===== src/rtl/ifu_redirect_ctrl_pkg.sv =====
// Shared types for the IFU redirect sequencer: source codes, hold levels, state encoding.
package ifu_redirect_ctrl_pkg;

  typedef enum logic [1:0] {
    REDIR_TRAP   = 2'd0,
    REDIR_MRET   = 2'd1,
    REDIR_BR     = 2'd2,
    REDIR_FENCEI = 2'd3
  } redir_src_e;

  typedef enum logic [1:0] {
    Hold_None = 2'd0,
    Hold_Pc   = 2'd1,
    Hold_If   = 2'd2,
    Hold_Id   = 2'd3
  } hold_e;

  typedef enum logic [1:0] {
    RDR_IDLE  = 2'd0,
    RDR_ISSUE = 2'd1,
    RDR_DRAIN = 2'd2
  } rdr_state_e;

  // Lower source code means higher priority.
  function automatic logic outranks(redir_src_e a, redir_src_e b);
    return a < b;
  endfunction

endpackage


===== src/rtl/ifu_redirect_prio.sv =====
// Combinational fixed-priority select over the four redirect requesters (trap highest).
module ifu_redirect_prio
  import ifu_redirect_ctrl_pkg::*;
#(
  parameter int unsigned ADDR_W = 32
) (
  input  logic              trap_req_i,
  input  logic [ADDR_W-1:0] trap_addr_i,
  input  logic              mret_req_i,
  input  logic [ADDR_W-1:0] mret_addr_i,
  input  logic              br_req_i,
  input  logic [ADDR_W-1:0] br_addr_i,
  input  logic              fencei_req_i,
  input  logic [ADDR_W-1:0] fencei_addr_i,
  output logic              req_o,
  output redir_src_e        src_o,
  output logic [ADDR_W-1:0] addr_o
);

  always_comb begin
    req_o  = 1'b0;
    src_o  = REDIR_TRAP;
    addr_o = '0;
    if (trap_req_i) begin
      req_o  = 1'b1;
      src_o  = REDIR_TRAP;
      addr_o = trap_addr_i;
    end else if (mret_req_i) begin
      req_o  = 1'b1;
      src_o  = REDIR_MRET;
      addr_o = mret_addr_i;
    end else if (br_req_i) begin
      req_o  = 1'b1;
      src_o  = REDIR_BR;
      addr_o = br_addr_i;
    end else if (fencei_req_i) begin
      req_o  = 1'b1;
      src_o  = REDIR_FENCEI;
      addr_o = fencei_addr_i;
    end
  end

endmodule


===== src/rtl/ifu_redirect_ctrl.sv =====
// IFU redirect sequencer: arbitrates redirect sources, holds until fetch accepts, then drains.
// Optional per-source accepted-redirect counters when REDIRECT_PERF_EN is defined.
module ifu_redirect_ctrl
  import ifu_redirect_ctrl_pkg::*;
#(
  parameter int unsigned ADDR_W    = 32,
  parameter int unsigned HOLD_W    = 3,
  parameter int unsigned DRAIN_CYC = 2
) (
  input  logic              clk,
  input  logic              rst,
  input  logic              trap_req_i,
  input  logic [ADDR_W-1:0] trap_addr_i,
  input  logic              mret_req_i,
  input  logic [ADDR_W-1:0] mret_addr_i,
  input  logic              br_req_i,
  input  logic [ADDR_W-1:0] br_addr_i,
  input  logic              fencei_req_i,
  input  logic [ADDR_W-1:0] fencei_addr_i,
  input  logic [HOLD_W-1:0] stall_req_i,
  input  logic              ifu_ready_i,
  output logic              jump_flag_o,
  output logic [ADDR_W-1:0] jump_addr_o,
  output logic [HOLD_W-1:0] hold_flag_o,
  output logic              flush_o,
  output logic [1:0]        src_o,
  output logic              busy_o
`ifdef REDIRECT_PERF_EN
  ,
  output logic [127:0]      perf_redirect_cnt_o
`endif
);

  localparam int unsigned CNT_W = (DRAIN_CYC > 1) ? $clog2(DRAIN_CYC) : 1;

  rdr_state_e        state_q, state_d;
  logic [CNT_W-1:0]  cnt_q, cnt_d;
  logic              flag_q, flag_d;
  logic              flush_q, flush_d;
  logic [ADDR_W-1:0] addr_q, addr_d;
  redir_src_e        src_q, src_d;

  logic              win_req;
  redir_src_e        win_src;
  logic [ADDR_W-1:0] win_addr;
  logic [ADDR_W-1:0] win_addr_al;
  logic              preempt;
  logic              drain_take;
  logic              accept;

  ifu_redirect_prio #(
    .ADDR_W(ADDR_W)
  ) u_prio (
    .trap_req_i   (trap_req_i),
    .trap_addr_i  (trap_addr_i),
    .mret_req_i   (mret_req_i),
    .mret_addr_i  (mret_addr_i),
    .br_req_i     (br_req_i),
    .br_addr_i    (br_addr_i),
    .fencei_req_i (fencei_req_i),
    .fencei_addr_i(fencei_addr_i),
    .req_o        (win_req),
    .src_o        (win_src),
    .addr_o       (win_addr)
  );

  assign win_addr_al = {win_addr[ADDR_W-1:2], 2'b00};
  assign preempt     = win_req && outranks(win_src, src_q);
  // Only trap/mret may cut a drain short; br/fence.i are dropped while flushing.
  assign drain_take  = win_req && (win_src == REDIR_TRAP || win_src == REDIR_MRET);
  assign accept      = (state_q == RDR_ISSUE) && ifu_ready_i && !preempt;

  always_comb begin
    state_d = state_q;
    cnt_d   = cnt_q;
    flag_d  = flag_q;
    flush_d = flush_q;
    addr_d  = addr_q;
    src_d   = src_q;
    case (state_q)
      RDR_IDLE: begin
        if (win_req) begin
          state_d = RDR_ISSUE;
          flag_d  = 1'b1;
          addr_d  = win_addr_al;
          src_d   = win_src;
        end
      end
      RDR_ISSUE: begin
        if (preempt) begin
          addr_d = win_addr_al;
          src_d  = win_src;
        end else if (ifu_ready_i) begin
          flag_d = 1'b0;
          if (DRAIN_CYC > 0) begin
            state_d = RDR_DRAIN;
            flush_d = 1'b1;
            cnt_d   = CNT_W'(DRAIN_CYC - 1);
          end else begin
            state_d = RDR_IDLE;
          end
        end
      end
      RDR_DRAIN: begin
        if (drain_take) begin
          state_d = RDR_ISSUE;
          flag_d  = 1'b1;
          flush_d = 1'b0;
          cnt_d   = '0;
          addr_d  = win_addr_al;
          src_d   = win_src;
        end else if (cnt_q == '0) begin
          state_d = RDR_IDLE;
          flush_d = 1'b0;
        end else begin
          cnt_d = cnt_q - CNT_W'(1);
        end
      end
      default: begin
        state_d = RDR_IDLE;
        flag_d  = 1'b0;
        flush_d = 1'b0;
      end
    endcase
  end

  always_ff @(posedge clk) begin
    if (rst) begin
      state_q <= RDR_IDLE;
      cnt_q   <= '0;
      flag_q  <= 1'b0;
      flush_q <= 1'b0;
      addr_q  <= '0;
      src_q   <= REDIR_TRAP;
    end else begin
      state_q <= state_d;
      cnt_q   <= cnt_d;
      flag_q  <= flag_d;
      flush_q <= flush_d;
      addr_q  <= addr_d;
      src_q   <= src_d;
    end
  end

  // A pending redirect must freeze the PC even if downstream asks for no hold.
  always_comb begin
    hold_flag_o = stall_req_i;
    if (state_q == RDR_ISSUE && stall_req_i < HOLD_W'(Hold_Pc)) begin
      hold_flag_o = HOLD_W'(Hold_Pc);
    end
  end

  assign jump_flag_o = flag_q;
  assign jump_addr_o = addr_q;
  assign flush_o     = flush_q;
  assign src_o       = src_q;
  assign busy_o      = (state_q != RDR_IDLE);

`ifdef REDIRECT_PERF_EN
  logic [31:0] perf_q [4];

  always_ff @(posedge clk) begin
    if (rst) begin
      for (int i = 0; i < 4; i++) perf_q[i] <= '0;
    end else if (accept && perf_q[src_q] != '1) begin
      perf_q[src_q] <= perf_q[src_q] + 32'd1;
    end
  end

  assign perf_redirect_cnt_o = {perf_q[3], perf_q[2], perf_q[1], perf_q[0]};
`endif

endmodule


===== config.mk =====
export PLATFORM = sky130hd
export DESIGN_NAME = ifu_redirect_ctrl
export DESIGN_NICKNAME = d
export VERILOG_FILES = /design/src/rtl/ifu_redirect_ctrl_pkg.sv /design/src/rtl/ifu_redirect_prio.sv /design/src/rtl/ifu_redirect_ctrl.sv
export SDC_FILE = /design/constraint.sdc
export NUM_CORES = 1
export LEC_CHECK = 0
export ABC_CLOCK_PERIOD_IN_PS = 5680
export CAP_MARGIN = 25
export CORE_UTILIZATION = 38
export DETAILED_ROUTE_END_ITERATION = 10
export PLACE_DENSITY = 0.87
export SYNTH_ARGS = -nofsm -noshare
export SYNTH_HDL_FRONTEND = slang
export SYNTH_SLANG_ARGS = --single-unit

===== constraint.sdc =====
create_clock -name clk -period 5.68 [get_ports clk]
set_input_delay 0.852 -clock clk [delete_from_list [all_inputs] [get_ports clk]]
set_output_delay 0.852 -clock clk [all_outputs]
set_load 0.02 [all_outputs]

==> flow_summary_export.csv, run 1 <==
group,metric,value,unit
die,pin_count,178,
global_routing,grt_use_total,0.2355,
setup_path,crit_arrival,3.71,ns
place,dp_worst_setup_slack,1.865,ns
cts,clkLatencyLatePin,0.28,ns
final_layout,num-fill-cells,499,
setup_path,crit_top_cell,"nor2_1",
cts,cts-buffers-inserted,5,
synthesis,synth_top_area_cell,"dfxtp_1",
synthesis,ys_seq_area_frac,0.3042,
die,core-area,6061,µm²
setup_path,r2r_slack,3.74,ns
min_path,hold_class,"reg -> reg",
drt,vias,2688,
power,peakVddDrop,148.9,µV
synthesis,netlist.area_leader.share,0.3042,
synthesis,syn_avg_cell_area,9.154,µm²
synthesis,synth-edff-count,0,
status,status,"finished, final reports clean",
cts,clkTransAtPathRegs,0.07,ns
setup_path,path_buf_inv,2,
setup_path,crit_path_end_kind,"flop",
min_path,min-delay-start,"flush_o",
synthesis,synth_warnings,0,
sta,final_max_slew_viol_count,0,
sta,setup-violations-final,0,
synthesis,async_flop_share,0,
power,pwr_density_cell,220.5,nW/µm²
setup_path,slowest_delay,0.77,ns
setup_path,crit_required,5.85,ns
power,p_leak,1.577,nW
cts,numClockSinks,37,
drt,wl,7.993,mm
final_layout,fin_cells,487,
final_layout,diodes,0,
synthesis,synthTopCellsByArea,"dfxtp_1, mux2_4, a221oi_1",
final_layout,fin_area,4188,µm²
drt,ant_nets,0,
drt,wl_per_cell,16.41,µm
sta,maxSlewHeadroom,0.5431,
synthesis,synth_commonest_cells,"dfxtp_1, a221oi_1, nor2b_1",
sta,hold_ws,0.4710,ns
final_layout,fin_util,0.6910,
global_routing,grt_pass1_vias,2674,
final_layout,syn2layout_area_growth,71.99,%
place,dp.cells,480,
setup_path,critical_path_class,"in -> reg",
cts,cts_hold_buf,0,
sta,hold_violations,0,
synthesis,synth_most_common_cell,"dfxtp_1",
sta,post-route-period-util,0.6238,
setup_path,cp-startpoint,"br_req_i",
cts,clockBufferDepth,2,
drt,dr.pass1.iters,4,
final_layout,drive_gt1_frac,0.1068,
cts,tritoncts,"built",
synthesis,synth_top_flop_cell,"dfxtp_1",
setup_path,cp_top_family,"buffers and inverters",
sta,worst_slack,2.137,ns
sta,finalSetupTns,0,ns
setup_path,start_kind,"input pin",
global_routing,antenna_found_initial,0,
sta,fmax,0.2822,GHz
drt,drt_iter0_markers,65,
die,initial_core_util,0.4017,
die,dieHeight,82.05,µm
setup_path,cp_max_fo,32,
sta,clock_skew,0.007051,ns
global_routing,grt_pass1_wl,12.17,mm
synthesis,yosysUniqueCellTypes,34,
place,dpl_cell_area,4101,µm²
place,gp_congestion,0.8490,
synthesis,synth-seq-cells,37,
cts,cts-root-buf,"clkbuf_8",
final_layout,nNetsFinal,551,
cts,postCtsResizedCells,0,
setup_path,crit_slowest_cell,"clkdlybuf4s50_1",
setup_path,crit_path_cell_trace,"clkdlybuf4s50_1 > buf_4 > nor2_1 > nor2_1 > ha_1 > o311a_4 > a211o_4 > mux2_1",
sta,finalCriticalPeriod,3.543,ns
cts,htree_num_levels,2,
die,die-width,82.05,µm
die,dieArea,6731,µm²
synthesis,syn_inst,266,
sta,worst_slew_pin_slew,0.6832,ns
synthesis,synthesis.area,2435,µm²
global_routing,grt_max_degree,54,
sta,rsz0062_at_grt,"no",
place,portBuffers,167,
die,core.rowCount,28,
cts,post_cts_buffers,0,
power,p_total,923.4,µW
setup_path,r2r-start,"src_o[0]",
global_routing,gr-total-overflow,0,
drt,routed_via_density,5.520,
job,drv_cap,0,
place,place_hpwl,5.929,mm
drt,drc,0,
[kinds of logic (layout without fill, tap and decap cells)]
logic type      Yosys count  after routing  share of synthesized area
simple gates             79             79                     0.1819
compound gates           76             76                     0.2431
buf+inv                  40            185                    0.07399
flops                    37             37                     0.3042
mux                      32             32                     0.1901
fa+ha+maj                 1              1                   0.005138
other cells               1              2                   0.001540
[routing by layer]
| metal | share of wire | wire, µm | vias up | global-route usage |
|---|---|---|---|---|
| met2 | 0.53 | 4208 | 104 | 0.4446 |
| met4 | 0.015 | 117 | 0 | 0.08772 |
| met3 | 0.075 | 600 | 11 | 0.05556 |
| met1 | 0.38 | 3067 | 1276 | 0.2497 |
| met5 | 0 | 0 | - | 0 |
| li1 | - | - | 1297 | - |
[power breakdown]
group | internal, mW | switching (mW)
Sequential | 0.299 | 0.0226
Clock | 0.0963 | 0.0869
Combinational | 0.247 | 0.171
Total | 0.642 | 0.281
[layout by cell type, fill, tap and decap left out, drive strengths merged, types with 3 or more instances in the layout]
master | Yosys | final
clkdlybuf4s50 | 0 | 166
dfxtp | 37 | 37
a221oi | 31 | 31
nor2b | 31 | 31
nor3 | 30 | 30
mux2 | 30 | 30
o22ai | 29 | 29
nor2 | 7 | 7
clkbuf | 29 | 7
inv | 6 | 6
buf | 5 | 6
nand2b | 4 | 4
o21a | 3 | 3
[layout make-up]
cell class                 instances  area, µm²  share of cell area
tap                               75      93.84             0.02241
multi-input combinational        190       1520              0.3630
timing repair buffer             172       1724              0.4117
inverter                           6      22.52            0.005378
clock buffer                       7      86.33             0.02062
sequential                        37      740.7              0.1769
[worst paths after layout]
path              depth (start not counted)         endpoint
setup reg to reg                          4  jump_addr_o[20]
hold reg to reg                           2          flush_o
setup / recovery                          8  jump_addr_o[20]
hold / removal                            2          flush_o
[worst reg2reg max path, delay by kind of cell, from the launching register on]
family	cells	cell delay [ns]
mux	1	0.40
compound gates	2	0.97
buf+inv	1	0.08
flops	1	0.39
[flip-flops by register name (all words and copies together), names as in the netlist]
signal       count
cnt_q            1
flush_o          1
jump_addr_o     30
src_o            2
state_q          2
jump_flag_o      1
Note: power is estimated with default switching activity, not from simulation.
==> run 2: changes to the inputs <==
--- a/config.mk
+++ b/config.mk
@@ -5,11 +5,11 @@
 export SDC_FILE = /design/constraint.sdc
 export NUM_CORES = 1
 export LEC_CHECK = 0
-export ABC_CLOCK_PERIOD_IN_PS = 5680
+export ABC_CLOCK_PERIOD_IN_PS = 3000
 export CAP_MARGIN = 25
-export CORE_UTILIZATION = 38
+export CORE_UTILIZATION = 31
 export DETAILED_ROUTE_END_ITERATION = 10
-export PLACE_DENSITY = 0.87
+export PLACE_DENSITY = 0.76
 export SYNTH_ARGS = -nofsm -noshare
 export SYNTH_HDL_FRONTEND = slang
 export SYNTH_SLANG_ARGS = --single-unit
==> constraint.sdc (replaced) <==
create_clock -name clk -period 3 [get_ports clk]
set_input_delay 0.45 -clock clk [delete_from_list [all_inputs] [get_ports clk]]
set_output_delay 0.45 -clock clk [all_outputs]
set_load 0.02 [all_outputs]
==> flow_summary_export.csv, run 2 (same netlist as run 1, synthesis figures left out) <==
group,metric,value,unit
sta,setup-violations-final,0,
die,pin_count,178,
final_layout,nNetsFinal,557,
sta,finalCriticalPeriod,2.415,ns
cts,cts-root-buf,"clkbuf_8",
global_routing,antenna_found_initial,0,
global_routing,gr-total-overflow,0,
setup_path,cp_top_family,"compound AO/OA/AOI/OAI gates",
drt,dr.pass1.iters,4,
status,status,"finished, final reports clean",
power,peakVddDrop,219.5,µV
place,portBuffers,167,
global_routing,grt_pass1_vias,2654,
final_layout,drive_gt1_frac,0.1196,
cts,clkTransAtPathRegs,0.07,ns
setup_path,start_kind,"input pin",
setup_path,crit_required,3.17,ns
final_layout,layout_commonest_cell,"clkdlybuf4s50_1",
setup_path,timing.rr.end,"jump_addr_o[20]",
cts,cts_hold_buf,0,
sta,post-route-period-util,0.8050,
drt,routed_via_density,5.089,
sta,rsz0062_at_grt,"no",
setup_path,r2r_slack,1.08,ns
power,p_leak,1.602,nW
min_path,min-delay-start,"flush_o",
cts,numClockSinks,37,
place,gp_congestion,0.7498,
power,pwr_density_cell,410.7,nW/µm²
cts,post_cts_buffers,0,
cts,htree_num_levels,2,
drt,vias,2631,
setup_path,slowest_delay,0.57,ns
die,core.rowCount,31,
die,core-area,7408,µm²
setup_path,reg2reg_depth,5,
setup_path,cp_max_fo,32,
min_path,min_to,"flush_o",
cts,tritoncts,"built",
die,dieHeight,90.63,µm
sta,fmax,0.4141,GHz
drt,ant_nets,0,
cts,clockBufferDepth,2,
global_routing,grt_max_degree,63,
drt,drt_iter0_markers,84,
job,drv_cap,0,
sta,finalSetupTns,0,ns
sta,maxSlewHeadroom,0.6125,
cts,postCtsResizedCells,0,
die,dieArea,8213,µm²
die,die-width,90.63,µm
final_layout,syn2layout_area_growth,74.77,%
drt,wl_per_cell,15.25,µm
final_layout,layout_common_cells,"clkdlybuf4s50_1, dfxtp_1, a221oi_1",
setup_path,r2r-start,"src_o[1]",
setup_path,crit_path_end_kind,"flop",
setup_path,crit_path_cell_trace,"clkdlybuf4s50_1 > or2_1 > nor2_1 > ha_1 > o311a_4 > a211o_4 > mux2_1",
sta,hold_violations,0,
global_routing,grt_pass1_wl,12.54,mm
die,initial_core_util,0.3287,
global_routing,grt_use_total,0.1858,
cts,cts-buffers-inserted,5,
final_layout,diodes,0,
power,p_total,1.748,mW
sta,worst_slew_pin_slew,0.5813,ns
cts,clkLatencyLatePin,0.28,ns
place,place_hpwl,5.630,mm
sta,clock_skew,0.005834,ns
setup_path,crit_slowest_cell,"a211o_4",
sta,final_max_slew_viol_count,0,
drt,drc,0,
setup_path,crit_arrival,2.58,ns
drt,wl,7.885,mm
setup_path,critical_path_class,"in -> reg",
min_path,hold_class,"reg -> reg",
min_path,worstHoldPathCells,2,
setup_path,path_buf_inv,1,
final_layout,largest_register_ffs,30,
-- run 2: metrics by stage --
| step | area (µm²) | setup WS (ns) | hold slack [ns] | util | cells |
|---|---|---|---|---|---|
| after floorplan | 2439 | 0.6166 | 0.4674 | - | 267 |
| after global placement | 4149 | 0.3155 | 0.4572 | 0.5600 | 509 |
| after detailed placement | 4149 | 0.2796 | 0.4651 | 0.5600 | 509 |
| after CTS | 4235 | 0.5866 | 0.4748 | 0.5717 | 516 |
| after global routing | 4255 | 0.5306 | 0.5016 | 0.5744 | 517 |
| final | 4255 | 0.5849 | 0.4719 | 0.5744 | 517 |
-- run 2: worst max-delay path by stage --
| stage | cells past startpoint | end | slack (ns) | startpoint |
|---|---|---|---|---|
| 3_3_place_gp | 6 | jump_addr_o[20] | 0.32 | br_req_i |
| 2_1_floorplan | 9 | jump_addr_o[10] | 0.62 | mret_req_i |
| 5_1_grt | 6 | jump_addr_o[20] | 0.53 | br_req_i |
| 4_1_cts | 7 | jump_addr_o[20] | 0.59 | mret_req_i |
| 6_report | 7 | jump_addr_o[20] | 0.58 | mret_req_i |
| 3_5_place_dp | 7 | jump_addr_o[20] | 0.28 | mret_req_i |
-- run 2: area by class of cell --
type / instances / area [µm²]
multi-input combinational: 190 / 1520
inverter: 6 / 22.52
tap: 99 / 123.9
timing repair buffer: 178 / 1762
fill: 656 / 3153
sequential: 37 / 740.7
clock buffer: 7 / 86.33
-- run 2: layer usage --
metal,track usage,vias to the layer above,routed length (µm)
met3,0.05892,4,644
met1,0.2131,1204,3293
met2,0.3378,112,3912
li1,-,1311,-
met4,0.03226,0,35
met5,0,-,0
-- run 2: report_power, final --
part	total, mW	switching [mW]	internal (mW)
registers	0.607	0.0400	0.566
logic	0.794	0.323	0.471
clock network	0.347	0.164	0.182
total	1.75	0.527	1.22
-- run 2: tightest hold or removal path, cell delays in order, from the launching register on --
cell	delay (ns)
dfxtp_1	0.31
inv_1	0.05
a221oi_1	0.06
